===== src/rtl/reg_writeback_arbiter.sv =====
// reg_writeback_arbiter: merges ALU and LSU results onto the single register
// file write port. The ALU has priority and a fixed 1-cycle latency. LSU results
// are queued in a DEPTH-entry FIFO and drain whenever the ALU leaves the port idle.
// A 32-bit pending scoreboard tracks destinations that are issued but not yet written.
// rf_we/rf_wr/rf_wd come straight from posedge registers, so they are stable at
// the register file's negedge write.
// Optional feature macro: WB_BYPASS_EN adds combinational decode-forwarding
// ports (byp_rs1/2, byp_hit1/2, byp_data1/2) that compare against the write
// currently held in the output register.
// Handshake: an LSU result transfers on a posedge where lsu_valid && lsu_ready.
// lsu_ready is !full and does not depend on lsu_valid or on a same-cycle pop.

`ifndef REGWE_WRITE
`define REGWE_WRITE 1'b1
`endif

module reg_writeback_arbiter #(
   parameter int XLEN  = 32,
   parameter int DEPTH = 4
) (
   input  logic            clk,
   input  logic            rst_n,
   input  logic            flush,
   input  logic            iss_valid,
   input  logic [4:0]      iss_rd,
   input  logic            alu_valid,
   input  logic [4:0]      alu_rd,
   input  logic [XLEN-1:0] alu_data,
   input  logic            lsu_valid,
   output logic            lsu_ready,
   input  logic [4:0]      lsu_rd,
   input  logic [XLEN-1:0] lsu_data,
`ifdef WB_BYPASS_EN
   input  logic [4:0]      byp_rs1,
   input  logic [4:0]      byp_rs2,
   output logic            byp_hit1,
   output logic            byp_hit2,
   output logic [XLEN-1:0] byp_data1,
   output logic [XLEN-1:0] byp_data2,
`endif
   output logic            rf_we,
   output logic [4:0]      rf_wr,
   output logic [XLEN-1:0] rf_wd,
   output logic [31:0]     pending
);

   localparam int AW = $clog2(DEPTH);
   localparam logic [AW:0] FULL_COUNT = (AW + 1)'(DEPTH);
   localparam logic WE_ON  = `REGWE_WRITE;
   localparam logic WE_OFF = ~`REGWE_WRITE;

   logic [4:0]      fifo_rd   [DEPTH];
   logic [XLEN-1:0] fifo_data [DEPTH];
   logic [AW-1:0]   wr_ptr;
   logic [AW-1:0]   rd_ptr;
   logic [AW:0]     count;

   logic            full;
   logic            empty;
   logic            push;
   logic            pop;
   logic            alu_take;
   logic            load_en;
   logic [4:0]      load_rd;
   logic [XLEN-1:0] load_data;
   logic [31:0]     pending_next;

   assign full      = (count == FULL_COUNT);
   assign empty     = (count == '0);
   assign lsu_ready = !full;

   // Arbitration: the ALU always wins; the FIFO head only moves when the ALU is idle.
   // Writes to x0 are swallowed here and never reach the FIFO or the port.
   always_comb begin
      alu_take  = 1'b0;
      push      = 1'b0;
      pop       = 1'b0;
      load_en   = 1'b0;
      load_rd   = fifo_rd[rd_ptr];
      load_data = fifo_data[rd_ptr];
      if (!flush) begin
         alu_take = alu_valid && (alu_rd != 5'd0);
         push     = lsu_valid && lsu_ready && (lsu_rd != 5'd0);
         pop      = !alu_take && !empty;
         load_en  = alu_take || pop;
         if (alu_take) begin
            load_rd   = alu_rd;
            load_data = alu_data;
         end
      end
   end

   // Scoreboard update: clear the bit being written back, then set the newly issued bit
   // so a same-cycle set/clear leaves the newer producer outstanding.
   always_comb begin
      pending_next = pending;
      if (load_en) begin
         pending_next[load_rd] = 1'b0;
      end
      if (!flush && iss_valid && (iss_rd != 5'd0)) begin
         pending_next[iss_rd] = 1'b1;
      end
      pending_next[0] = 1'b0;
   end

   // FIFO storage; contents need no reset because count gates every read.
   always_ff @(posedge clk) begin
      if (push) begin
         fifo_rd[wr_ptr]   <= lsu_rd;
         fifo_data[wr_ptr] <= lsu_data;
      end
   end

   // FIFO pointers and occupancy; flush discards everything queued.
   always_ff @(posedge clk or negedge rst_n) begin
      if (!rst_n) begin
         wr_ptr <= '0;
         rd_ptr <= '0;
         count  <= '0;
      end else if (flush) begin
         wr_ptr <= '0;
         rd_ptr <= '0;
         count  <= '0;
      end else begin
         if (push) begin
            wr_ptr <= wr_ptr + 1'b1;
         end
         if (pop) begin
            rd_ptr <= rd_ptr + 1'b1;
         end
         case ({push, pop})
            2'b10:   count <= count + 1'b1;
            2'b01:   count <= count - 1'b1;
            default: count <= count;
         endcase
      end
   end

   // Output register: loads the winning write, otherwise drops the enable and holds address/data.
   always_ff @(posedge clk or negedge rst_n) begin
      if (!rst_n) begin
         rf_we <= WE_OFF;
         rf_wr <= 5'd0;
         rf_wd <= '0;
      end else if (load_en) begin
         rf_we <= WE_ON;
         rf_wr <= load_rd;
         rf_wd <= load_data;
      end else begin
         rf_we <= WE_OFF;
      end
   end

   // Pending scoreboard register; flush forgets all outstanding producers.
   always_ff @(posedge clk or negedge rst_n) begin
      if (!rst_n) begin
         pending <= '0;
      end else if (flush) begin
         pending <= '0;
      end else begin
         pending <= pending_next;
      end
   end

`ifdef WB_BYPASS_EN
   // Forward the write held in the output register to decode ahead of the negedge commit.
   always_comb begin
      byp_hit1  = (rf_we == WE_ON) && (rf_wr == byp_rs1) && (byp_rs1 != 5'd0);
      byp_hit2  = (rf_we == WE_ON) && (rf_wr == byp_rs2) && (byp_rs2 != 5'd0);
      byp_data1 = rf_wd;
      byp_data2 = rf_wd;
   end
`endif

endmodule


===== config.mk =====
export PLATFORM = sky130hd
export DESIGN_NAME = reg_writeback_arbiter
export DESIGN_NICKNAME = d
export VERILOG_FILES = /design/src/rtl/reg_writeback_arbiter.sv
export SDC_FILE = /design/constraint.sdc
export NUM_CORES = 1
export LEC_CHECK = 0
export CAP_MARGIN = 20
export CORE_ASPECT_RATIO = 0.5
export CORE_MARGIN = 2
export CORE_UTILIZATION = 50
export CTS_CLUSTER_DIAMETER = 30
export DETAILED_ROUTE_END_ITERATION = 8
export PLACE_DENSITY_LB_ADDON = 0.12
export SKIP_LAST_GASP = 1
export SYNTH_ARGS = -nofsm -noshare
export SYNTH_HDL_FRONTEND = slang
export SYNTH_SLANG_ARGS = --single-unit
export TNS_END_PERCENT = 50

===== constraint.sdc =====
create_clock -name clk -period 3.4 [get_ports clk]
set_input_delay 0.68 -clock clk [delete_from_list [all_inputs] [get_ports clk]]
set_output_delay 0.68 -clock clk [all_outputs]
set_load 0.01 [all_outputs]

== After elaboration in Yosys (flattened, before gate mapping) ==
Memory sizes are Yosys's and may differ from the RTL's.
Cells that the tools add are included.
Word-level totals
  register bits: 77
  RAM bits: 148
  input bits: 85
  output and inout port bits: 71
  word-level logic and storage cells: 66
  memories: 2
Cells by class
  add/sub/neg operators: 4
  order comparisons: 4
  eq/ne operators: 3
  mux-type cells: 23
  bitwise gates (word level): 3
  reductions and logical operators: 20
Memories
  fifo_data: depth 4, width 32, read ports 1, clocked after memory_dff 0, write ports 1, line 53  | logic [XLEN-1:0] fifo_data [DEPTH];
  fifo_rd: depth 4, width 5, read ports 1, clocked after memory_dff 0, write ports 1, line 52  | logic [4:0] fifo_rd [DEPTH];
Operator list (count)
  $mux 32: 5
  $and 32x32->32: 1
  $not 32->32: 1
  $or 32x32->32: 1
  $reduce_bool 5->1: 3
  $lt 5x6->1 const B: 2
  $demux 1 s5: 2
  $ge 5x1->1 const B: 2
  $mux 5: 2
  $logic_and 1x1->1: 8
  $mux 1: 8
  $mux 2: 4
  $pmux 3 s2: 1
  $add 2x1->2 const B: 2
  $logic_not 1->1: 4
  $reduce_bool 2->1: 2
  $add 3x1->3 const B: 1
  $eq 3x3->1 const B: 1
  $logic_not 3->1: 1
  $mux 3: 1
  $reduce_bool 3->1: 1
  $sub 3x1->3 const B: 1
  $eq 2x1->1 const B: 1
  $eq 2x2->1 const B: 1
  $logic_or 1x1->1: 1

== Longest topological paths before layout ==
  depth in word-level cells: 14
  mapped depth: 8
  mapped depth without buffers: 7

== Worst setup path before layout ==
OpenSTA, ideal clock, no wires.
  path type: input to register
  start point: input lsu_rd[0]
  end point: memory fifo_data[0][0], enable pin
  arrival time: 2177 ps
  slack: 794 ps
  cell stages on the path: 4
  path buffers: 0
  cell sequence: or4_1 > o211ai_2 > nor2_1 > and2_1
On the way
  cells in the longest elaborated chain, start to end: 5
RTL lines
  start: declaration: line 31  | input logic [4:0] lsu_rd,
  $reduce_bool 5->1: line 83  | push = lsu_valid && lsu_ready && (lsu_rd != 5'd0);
  $logic_and 1x1->1: line 83
  $mux 1: line 81  | if (!flush) begin
  $mux 1: line 108  | if (push) begin
  $mux 1 (implied by the code): line 110  | fifo_data[wr_ptr] <= lsu_data;
  end: declaration: line 53
No other way between the ends.

== Worst setup path in the final report ==
  start point: register count[1]
  end point: output lsu_ready
On the way
  cells in the longest elaborated chain, start to end: 2
RTL lines
  start: declaration: line 56  | logic [AW:0] count;
  start signal: assignment: line 132  | 2'b10: count <= count + 1'b1;
  start signal: assignment: line 133  | 2'b01: count <= count - 1'b1;
  start signal: assignment: line 134  | default: count <= count;
  $eq 3x3->1: line 68  | assign full = (count == FULL_COUNT);
  $logic_not 1->1: line 70  | assign lsu_ready = !full;
  end: declaration: line 30  | output logic lsu_ready,
No other way between the ends.

==> run metrics <==
wire length per cell=20.4 um; Mean Syn Cell Area=14.3 sq um; CP max stage delay=0.56 ns; die span in y=102 um; top post-synthesis cells by area=edfxtp_1 46%, dfrtp_1 20%, mux4_2 8.9%, a21oi_1 3.5%, nand2_1 2.9%; Lkg Pwr=4.55 nW; core region area=18600 sq um; clock sinks=224; commonest non-fill, non-tap cell in the layout=clkdlybuf4s50_1; CTS clock-pin slew for the worst setup and hold paths=0.06 ns; hold slack=0.178 ns; initial cell density of the core=51.5%; synth-to-layout area growth=30.3%; Total Neg Setup Slack=0 ns; worst-path cell chain=or3b_2 > clkdlybuf4s50_1; Remaining DRCs=0; crit path max fanout=5; fill cell count=1328; crit path kind=reg -> out; final setup violating endpoints=0; Buffers on Ports=154; YS warnings=0; initial antenna violation count=0; vias in the first global route=6353; share of power burned in combinational logic=18.3%; FF-to-FF setup slack=0.79 ns; biggest area consumer among synthesized cells=edfxtp_1; # IOs=156; Die Wd=200 um; Critical Path Slowest Stage Cell=or3b_2; commonest non-fill, non-tap cells in the layout=152 x clkdlybuf4s50_1, 148 x edfxtp_1, 75 x nand2_1, 74 x dfrtp_1, 68 x a21oi_1; Crit. End Element=output port; status=finished, final reports clean; total power=7.70 mW; ys async rst share=33.9%; Internal Power=5.69 mW; die footprint=20400 sq um; clock share of power=39.4%; Post-Route WL=22800 um; hpwl dp=15000 um; setup bufs post-CTS=0; ANT cells=0; pin count of the biggest net entering global routing=49; Sw Share=26.1%; Slew Viols, Final=0; Post-Route Skew=0.0198 ns; via count=6375; Min-Delay Path Class=in -> async; antenna-violating nets left=0; layout cells sized above 1=16.1%; Final Hold Viols=0; Via density=5.71; post-synth top area share=46.3%; last element of the critical path=lsu_ready; Max H-tree Level=1; Main synth FF type=edfxtp_1; Worst-Margin Slew=0.881 ns; fin crit share=79.8%; 1st-iter DRT viols=377; CTS hold repair buffers=0; fmax=0.369 GHz; Critical Path Start Type=register; cts bufs inserted=27; Final min period=2.71 ns; post-synthesis net count=760; gr ovfl total=0; RSZ-0062 raised after global routing=no; Placer Congestion=0.871; DRT Pass-1 Iters=5; Gate Count Post-Synth=670; first-pass GRT wire length=35600 um; Synth Register Bits=224; max-cap viol count=0; CTS Root Buffer Type=clkbuf_16; Peak VDD IR=0.383 mV; post_cts resized=0; Seq/Total Area, Yosys=66.2%; FP Rows=35; Worst-Skew Late Latency=0.54 ns; post-synth cell types=62; Seq pwr share=42.3%; Critical Path AT=2.03 ns; sw power=2.01 mW; Mapped Area=9590 sq um; R2R Path Start=rd_ptr[1]; CTS tree=yes; number of flops mapped to enable cells by yosys=148; Max-slew headroom=40.8%; All-Layer GR Usage=22.9%; Total Nets Final=927; CP startpoint=count[1]; clk buf depth=3; PD cells=617 nW/um^2; FF-to-FF End=pending[8]; required time of the worst setup path=2.72 ns; FF-to-FF path depth=5
cell type report:
type	count	area (sq um)	share of cell area [%]
Sequential cell	224	6350	50.8
Tap cell	259	324	2.59
Multi-Input combinational cell	394	3020	24.2
Inverter	6	22.5	0.180
Timing Repair Buffer	184	1810	14.5
Clock inverter	20	262	2.09
Clock buffer	30	707	5.66
power groups by stage:
stage / Combinational [mW] / Clock (mW) / Sequential, mW
after global routing: 1.52 / 3.20 / 3.29
final: 1.41 / 3.03 / 3.26
after CTS: 1.43 / 3.08 / 3.26
after global placement: 1.40 / 0 / 3.31
after detailed placement: 1.42 / 0 / 3.32
after floorplan: 0.708 / 0 / 3.35
stage by stage:
| stage | utilization [%] | cells | area (sq um) | setup slack [ns] |
|---|---|---|---|---|
| 2_1_floorplan | - | 670 | 9590 | 0.794 |
| 3_3_place_gp | 61.9 | 1066 | 11500 | 0.350 |
| 3_5_place_dp | 61.9 | 1067 | 11500 | 0.316 |
| 4_1_cts | 67.1 | 1117 | 12500 | 0.669 |
| 5_1_grt | 67.1 | 1117 | 12500 | 0.633 |
| 6_report | 67.1 | 1117 | 12500 | 0.688 |
cell usage after synthesis (2+ instances only):
cell	instances
a211oi_1	2
a21oi_1	68
o31ai_1	5
dfrtp_1	76
buf_2	16
buf_6	2
edfxtp_1	148
clkbuf_1	20
and2_1	9
mux2i_1	4
nor2_1	24
nor2b_1	4
or3_1	2
o21ai_2	2
nand2_1	75
ha_1	4
nor3_1	6
a32oi_2	2
buf_1	6
or4_1	2
buf_4	2
and3b_1	3
mux2_2	2
o41ai_1	3
a311oi_1	21
mux4_2	38
inv_1	6
nor4b_1	3
a31oi_1	2
xnor2_1	3
o21ai_0	5
nor3b_1	4
o21a_1	4
nor4_1	2
a21o_1	34
nand3b_1	2
nand3_1	32
or2_2	2
and3_1	2
how the worst min path moves through the flow:
stage              from           to  slack (ns)  depth (start not counted)
6_report          rst_n  pending[24]        0.18                          1
5_1_grt           rst_n    rf_wd[16]        0.21                          1
4_1_cts           rst_n    rf_wd[31]        0.19                          1
3_5_place_dp   rf_wr[4]     rf_wr[4]        0.46                          2
3_3_place_gp   rf_wr[4]     rf_wr[4]        0.46                          2
2_1_floorplan     rst_n     count[0]        0.38                          0
worst max-delay path, delay by kind of cell, from the launching register on:
kind,cells,cell delay [ns]
and+or+nand+nor,1,0.56
DFF,1,0.44
buffers and inverters,1,0.51
registers in the layout (all words and copies together) (netlist names):
signal     flops
rd_ptr         2
fifo_data    128
wr_ptr         2
rf_wd         32
rf_we          1
pending       31
count          3
rf_wr          5
fifo_rd       20
cells by family after synthesis:
kind of cell / after synthesis / synth area share (%)
AO/OA/AOI/OAI: 160 / 11.4
XOR/XNOR: 4 / 0.365
multiplexers: 44 / 9.58
buffers and inverters: 52 / 2.48
other: 1 / 0.0391
AND/OR/NAND/NOR: 180 / 9.20
adder cells (fa/ha/maj): 5 / 0.731
flip-flops: 224 / 66.2
layer usage:
metal  track usage (%)  vias up  part of all wire [%]
met5                 0        -                     0
met4              5.24        0                   1.9
met3              3.86       31                   4.6
met2              37.8      178                    48
met1              32.6     3245                    46
li1                  -     2921                     -
Power figures use the tool's default switching activity.
